--- src/rtl/beta_recursion.sv ---
// Backward (beta) recursion engine for an 8-state max-log MAP decoder.
// Walks the trellis from step N down to 0. Each step reads one gamma
// vector, does the add-compare-select and normalisation, and writes one
// normalised beta vector per cycle.
module beta_recursion #(
  parameter int W  = 16,
  parameter int AW = 8
) (
  input  logic              clk,
  input  logic              rst,
  input  logic              start,
  input  logic [AW-1:0]     blk_len,
  input  logic              term,
  output logic              g_rd,
  output logic [AW-1:0]     g_addr,
  input  logic [16*W-1:0]   g_in,
  output logic              b_we,
  output logic [AW-1:0]     b_addr,
  output logic [8*W-1:0]    b_out,
  output logic              busy,
  output logic              done
);

  typedef enum logic [1:0] {S_IDLE, S_INIT, S_CALC, S_DONE} state_t;

  localparam logic [W-1:0] NEG_INF = {2'b11, {(W-2){1'b0}}};
  localparam logic [W-1:0] SAT_MAX = {1'b0, {(W-1){1'b1}}};
  localparam logic [W-1:0] SAT_MIN = {1'b1, {(W-1){1'b0}}};

  state_t              r_state;
  logic [AW-1:0]       r_n;
  logic                r_term;
  logic [8*W-1:0]      r_beta;
  logic                r_g_rd;
  logic [AW-1:0]       r_g_addr;
  logic                r_b_we;
  logic [AW-1:0]       r_b_addr;
  logic [8*W-1:0]      r_b_out;
  logic                r_busy;
  logic                r_done;

  logic [8*W-1:0]      w_init;
  logic [8*W-1:0]      w_next;
  logic signed [W:0]   w_s0   [8];
  logic signed [W:0]   w_s1   [8];
  logic signed [W:0]   w_max  [8];
  logic [W+1:0]        w_diff [8];

  assign w_init = r_term ? {{7{NEG_INF}}, {W{1'b0}}} : '0;

  // Per-state add-compare-select and normalisation against state 0.
  // Successors of state s are s/2 and s/2+4; which gamma bit feeds the
  // first successor alternates 0,1,1,0 over s mod 4.
  for (genvar s = 0; s < 8; s++) begin : g_acs
    localparam int SUC0 = s / 2;
    localparam int SUC1 = s / 2 + 4;
    localparam int B0   = ((s % 4) == 1 || (s % 4) == 2) ? 1 : 0;
    localparam int GI0  = 2 * s + B0;
    localparam int GI1  = 2 * s + 1 - B0;

    assign w_s0[s] = {r_beta[SUC0*W+W-1], r_beta[SUC0*W +: W]}
                   + {g_in[GI0*W+W-1], g_in[GI0*W +: W]};
    assign w_s1[s] = {r_beta[SUC1*W+W-1], r_beta[SUC1*W +: W]}
                   + {g_in[GI1*W+W-1], g_in[GI1*W +: W]};
    // Ties keep the first operand.
    assign w_max[s]  = (w_s0[s] >= w_s1[s]) ? w_s0[s] : w_s1[s];
    assign w_diff[s] = {w_max[s][W], w_max[s]} - {w_max[0][W], w_max[0]};
    assign w_next[s*W +: W] =
      (w_diff[s][W+1:W-1] == 3'b000 || w_diff[s][W+1:W-1] == 3'b111)
        ? w_diff[s][W-1:0]
        : (w_diff[s][W+1] ? SAT_MIN : SAT_MAX);
  end

  // Control FSM with registered outputs; during CALC r_g_addr doubles as
  // the current step index k, since the gamma for step k is on g_in.
  always_ff @(posedge clk or posedge rst) begin
    if (rst) begin
      r_state  <= S_IDLE;
      r_n      <= '0;
      r_term   <= 1'b0;
      r_beta   <= '0;
      r_g_rd   <= 1'b0;
      r_g_addr <= '0;
      r_b_we   <= 1'b0;
      r_b_addr <= '0;
      r_b_out  <= '0;
      r_busy   <= 1'b0;
      r_done   <= 1'b0;
    end else begin
      r_done <= 1'b0;
      case (r_state)
        S_IDLE: begin
          r_b_we <= 1'b0;
          r_g_rd <= 1'b0;
          // A start coinciding with the done pulse is dropped.
          if (start && !r_done) begin
            r_n     <= blk_len;
            r_term  <= term;
            r_busy  <= 1'b1;
            r_state <= S_INIT;
          end
        end
        S_INIT: begin
          r_beta   <= w_init;
          r_b_out  <= w_init;
          r_b_we   <= 1'b1;
          r_b_addr <= r_n;
          if (r_n != '0) begin
            r_g_rd   <= 1'b1;
            r_g_addr <= r_n - AW'(1);
            r_state  <= S_CALC;
          end else begin
            r_g_rd  <= 1'b0;
            r_state <= S_DONE;
          end
        end
        S_CALC: begin
          r_beta   <= w_next;
          r_b_out  <= w_next;
          r_b_we   <= 1'b1;
          r_b_addr <= r_g_addr;
          if (r_g_addr != '0) begin
            r_g_rd   <= 1'b1;
            r_g_addr <= r_g_addr - AW'(1);
          end else begin
            r_g_rd  <= 1'b0;
            r_state <= S_DONE;
          end
        end
        S_DONE: begin
          r_b_we  <= 1'b0;
          r_g_rd  <= 1'b0;
          r_busy  <= 1'b0;
          r_done  <= 1'b1;
          r_state <= S_IDLE;
        end
        default: r_state <= S_IDLE;
      endcase
    end
  end

  assign g_rd   = r_g_rd;
  assign g_addr = r_g_addr;
  assign b_we   = r_b_we;
  assign b_addr = r_b_addr;
  assign b_out  = r_b_out;
  assign busy   = r_busy;
  assign done   = r_done;

endmodule
--- config.mk ---
export PLATFORM = sky130hd
export DESIGN_NAME = beta_recursion
export DESIGN_NICKNAME = d
export VERILOG_FILES = /design/src/rtl/beta_recursion.sv
export SDC_FILE = /design/constraint.sdc
export NUM_CORES = 1
export LEC_CHECK = 0
export CAP_MARGIN = 20
export CELL_PAD_IN_SITES_DETAIL_PLACEMENT = 1
export CELL_PAD_IN_SITES_GLOBAL_PLACEMENT = 1
export CORE_UTILIZATION = 38
export CTS_BUF_LIST = sky130_fd_sc_hd__clkbuf_2 sky130_fd_sc_hd__clkbuf_4 sky130_fd_sc_hd__clkbuf_8
export DETAILED_ROUTE_END_ITERATION = 10
export PLACE_DENSITY_LB_ADDON = 0.1
export SLEW_MARGIN = 20
export SYNTH_ARGS = -nofsm -noshare
export SYNTH_HDL_FRONTEND = slang
export SYNTH_SLANG_ARGS = --single-unit
--- constraint.sdc ---
create_clock -name clk -period 7.1 [get_ports clk]
set_input_delay 0.71 -clock clk [delete_from_list [all_inputs] [get_ports clk]]
set_output_delay 0.71 -clock clk [all_outputs]
set_load 0.02 [all_outputs]
# Word level (Yosys, flattened, before mapping)
# Cells that the tools add are included.
dict set report word_totals {
  regBits 159
  in_bits 268
  output_inout_bits 148
  elab_cells 129
}
dict set report op_classes {
  addsub 26
  n_lt_le_gt_ge 8
  eq_ne 15
  n_mux 41
  n_reduce_logical 29
}
# operator n
set ops {}
lappend ops {{16-bit by 16-bit adder with 17-bit output} 16}
lappend ops {{16-bit two-way mux} 16}
lappend ops {{128-bit one-hot mux with 2 select lines} 1}
lappend ops {{17-bit by 17-bit subtractor with 18-bit output} 8}
lappend ops {{17-bit >= comparator} 8}
lappend ops {{17-bit two-way mux} 8}
lappend ops {{128-bit two-way mux} 1}
lappend ops {{8-bit one-hot mux with 2 select lines} 2}
lappend ops {{3-bit equality test, second input constant} 8}
lappend ops {{3-bit zero test} 8}
lappend ops {{8-bit two-way mux} 2}
lappend ops {{8-bit nonzero test} 2}
lappend ops {{8-bit by 1-bit subtractor with 8-bit output, second input constant} 2}
lappend ops {{1-bit logical OR} 8}
lappend ops {{2-bit inequality test, second input constant} 4}
lappend ops {{2-bit one-hot mux with 4 select lines} 1}
lappend ops {{2-bit AND reduction} 3}
lappend ops {{1-bit two-way mux} 5}
lappend ops {{2-bit equality test, second input constant} 2}
lappend ops {{2-bit two-way mux} 2}
lappend ops {{1-bit one-hot mux with 2 select lines} 2}
lappend ops {{2-bit nonzero test} 2}
lappend ops {{2-bit OR reduction} 2}
lappend ops {{1-bit one-hot mux with 3 select lines} 1}
lappend ops {{5 further kinds} 5}

# Logic depth before layout (Yosys ltp)
dict set report logic_depth {
  word_depth 8
  ltp_mapped 36
  mapped_depth_nobuf 34
}

# Worst setup path after synthesis
# Ideal clock, no wire load.
dict set report synth_timing {
  path_type {input port to flip-flop}
  start {in g_in[177]}
  end {reg r_b_out[82], in the netlist b_out[82]}
  setup_time_ns 0.066
  arrival_time_ns 7.598
  required_ns 7.034
  setup_slack_ns -0.565
  stages 35
  path_buffers 2
  cell_sequence {ha_1 a211o_1 a21oi_1 and2_1 o31ai_1 o41a_1 a211oi_1 o21ai_0 a21oi_1 xnor2_1 inv_1 ha_1 nand3_1 nor3_1 o31a_1 o21ai_0 nand2_1 a21oi_1 a211oi_1 o31ai_4 buf_2 mux2i_1 ha_1 fa_1 nor2b_1 o31a_1 o221a_2 o31a_1 o41ai_2 o21ai_0 a21bo_2 a31o_2 a31oi_1 buf_2 a221o_1}
}
dict set report synth_via {
  elab_chain_len 8
  word_cells_on_any_way 10
  cone_classes {add/sub (2); order compare (1); eq/ne (1); mux (4); reduce/logical (2)}
}
# item line_no
set synth_rtl {}
lappend synth_rtl {{start: declaration} 16} ;# input logic [16*W-1:0] g_in,
lappend synth_rtl {{16-bit by 16-bit adder with 17-bit output (*)} 62} ;# + {g_in[GI0*W+W-1], g_in[GI0*W +: W]};
lappend synth_rtl {{17-bit >= comparator} 66} ;# assign w_max[s] = (w_s0[s] >= w_s1[s]) ? w_s0[s] : w_s1[s];
lappend synth_rtl {{17-bit two-way mux (*)} 66}
lappend synth_rtl {{17-bit by 17-bit subtractor with 18-bit output (*)} 67} ;# assign w_diff[s] = {w_max[s][W], w_max[s]} - {w_max[0][W], w_max[0]};
lappend synth_rtl {{3-bit equality test / 3-bit zero test (equally long branches)} 69} ;# (w_diff[s][W+1:W-1] == 3'b000 || w_diff[s][W+1:W-1] == 3'b111)
lappend synth_rtl {{1-bit logical OR} 69}
lappend synth_rtl {{16-bit two-way mux (*)} 70} ;# ? w_diff[s][W-1:0]
lappend synth_rtl {{128-bit one-hot mux with 2 select lines (*)} 91} ;# case (r_state)
lappend synth_rtl {{end signal: assignment} 105} ;# r_b_out <= w_init;
lappend synth_rtl {{end signal: assignment} 119} ;# r_b_out <= w_next;
lappend synth_rtl {{end: declaration} 38} ;# logic [8*W-1:0] r_b_out;
# Every way passes the cells marked *; elsewhere a longest branch is shown, timed or not.
# A chain may end at the register's enable or synchronous reset.

==> qor.csv <==
metric,value,unit
postSynthCellCount,3214,
layoutNonFillerInstCount,5559,
grtUsageTotal,37.7,%
placeableCoreArea,67600,sq um
die_h,264,um
max_slew.worst_pin.slew,1.21,ns
place_congestion,0.946,
clock_latency,0.60,ns
worstRegToRegCells,38,
num_rows,95,
first_global_vias,34800,
tritoncts,built,
wl,147000,um
drv_cap,0,
max_stage_delay,0.45,ns
htreeDepth,4,
drtPass1Iterations,8,
grt_pass1_wl,203000,um
end_kind,flop,
cts.sinks,143,
postRouteAntennaNets,0,
rsz0062_at_grt,yes,
synth-main-ff-cell,dfrtp_1,
root_buffer,clkbuf_8,
ys_top_cells_by_count,"ha_1 (475), inv_1 (289), a21oi_1 (247)",
reg2reg_from,b_out[33],
synthArstFlopShare,100,%
hp-class,reg2reg,
postLayoutCoreUtil,64.0,%
holdBufCountCts,0,
yosys_register_bits,143,
synth_area_per_cell,8.14,sq um
fin_nets,5437,
start_util,38.7,%
synth_top_cells_by_area,"ha_1 (23%), dfrtp_1 (14%), xnor2_1 (5.0%), a21oi_1 (4.7%), inv_1 (4.1%)",
violations,setup timing,
run_status,"complete, but fails checks",
ys_warn_count,0,
ys_seq_area_share,13.7,%
drv_slew,0,
drtIter0Drc,1799,
synth_top_area_share,22.7,%
pin_count,416,
cp.arrival,8.10,ns
post-place-cells,5353,
post_drt_wl_per_cell,26.4,um
start_kind,flop,
holdWs,0.551,ns
reg2reg_to,b_out[94],
cp_max_fo,7,
min_path_cells,2,
rrSetupSlack,-0.47,ns
syn_area,26200,sq um
cts_buffers,17,
fp.dieArea,69900,sq um
yosysMostFrequentCell,ha_1,
synth_edf_count,0,
fin_skew,0.0248,ns
critPathSlowestCell,dfrtp_2,
synth_top_cell_by_area,ha_1,
slew_headroom,19.0,%
critical_path_required,7.63,ns
grt-ovfl-total,0,
fp.dieW,264,um
hold_viol,0,
drc_errors,0,
syn_to_final_growth,65.6,%
post-route-worst-setup-slack,-0.475,ns
clkSlewWorstSetupHoldPaths,0.10,ns
grt_max_degree,94,
clockBufferDepth,2,
dr_total_vias,32800,
antenna_found_initial,2,
routed_via_density,5.89,
whs_endpoint,b_addr[3],
portBuffers,399,
setup_viol,105,
final.min_clock_period,7.57,ns
nFillCells,7787,
hp-start,b_addr[3],
ys_types,90,
fin_crit_sh,107,%
drive_gt1_share,36.6,%
dpl.hpwl,108000,um
crit_type,reg2reg,
fmax,0.132,GHz
logic make-up (layout without fill, tap and decap cells):
logic type | Yosys count | in the layout | synth area share (%)
AOI/OAI and AO/OA | 974 | 977 | 25.5
and+or+nand+nor | 772 | 772 | 14.5
adders and majority gates | 502 | 502 | 24.6
buffers and inverters | 385 | 1838 | 5.86
xor gates and xnor gates | 266 | 266 | 8.91
muxes | 171 | 171 | 7.02
DFF | 143 | 143 | 13.7
other | 1 | 17 | 0.0143
flip-flops by register name (all words and copies together), names as in the netlist:
name     cells
b_addr       8
b_out      112
b_we         1
busy         1
done         1
g_addr       8
g_rd         1
r_n          8
r_state      2
r_term       1
worst max-delay path by stage:
stage | start | to | slack, ns | depth (start not counted)
CTS | b_out[33] | b_out[80] | -0.36 | 36
global route | b_out[33] | b_out[94] | -0.79 | 38
finish | b_out[33] | b_out[94] | -0.47 | 38
floorplan | g_in[177] | b_out[83] | -0.07 | 35
detailed placement | g_in[16] | b_out[86] | -1.84 | 32
global placement | g_in[16] | b_out[86] | -1.69 | 32
layout by cell type, fill, tap and decap left out, types with 71 or more instances in the layout:
master,n
ha_1,418
a21o_1,81
xnor2_1,131
buf_4,1044
a21oi_1,180
nand2_1,150
inv_1,275
o21a_1,77
mux2i_1,71
nor2_1,208
dfrtp_1,137
clkdlybuf4s50_1,378
xor2_1,115
o21ai_0,122
final cells by class:
class | count | area, sq um | area share [%]
Antenna cell | 1 | 2.50 | 0.00578
Clock buffer | 21 | 277 | 0.638
Clock inverter | 10 | 161 | 0.373
Inverter | 290 | 1100 | 2.54
Multi-Input combinational cell | 2704 | 24100 | 55.7
Sequential cell | 143 | 3590 | 8.28
Tap cell | 873 | 1090 | 2.52
Timing Repair Buffer | 1517 | 13000 | 29.9
metrics by stage:
step           setup WS, ns  cell area, sq um  setup TNS [ns]
2_1_floorplan       -0.0695             26500          -0.586
3_3_place_gp          -1.69             38300         -139.84
3_5_place_dp          -1.84             38300         -161.05
4_1_cts              -0.356             41100           -4.96
5_1_grt              -0.787             43300          -38.62
6_report             -0.475             43300          -18.89
timing repair:
item,in CTS,in global routing
setup endpoints to repair,112,111
buffers inserted,89,79
gates cloned,9,7
gates resized for setup,328,312
pin swaps,149,192
routing by layer:
metal / track usage, % / up-vias / wire [um]
li1: - / 14700 / -
met1: 43.5 / 16200 / 56600
met2: 66.3 / 1291 / 71600
met3: 6.39 / 527 / 8250
met4: 20.5 / 2 / 10100
met5: 0 / - / 13
critical path: cells and delay by family (launching register included):
kind                     cells  cell delay, ns
AO/OA/AOI/OAI               20            4.18
flip-flops                   1            0.45
buffers and inverters        6            0.97
AND/OR/NAND/NOR              6            0.65
adder cells (fa/ha/maj)      4            0.86
multiplexers                 1            0.25
XOR/XNOR                     1            0.15
Power is not shown: default switching activity piles up to over one toggle a cycle in this logic, so the estimate is an artifact.
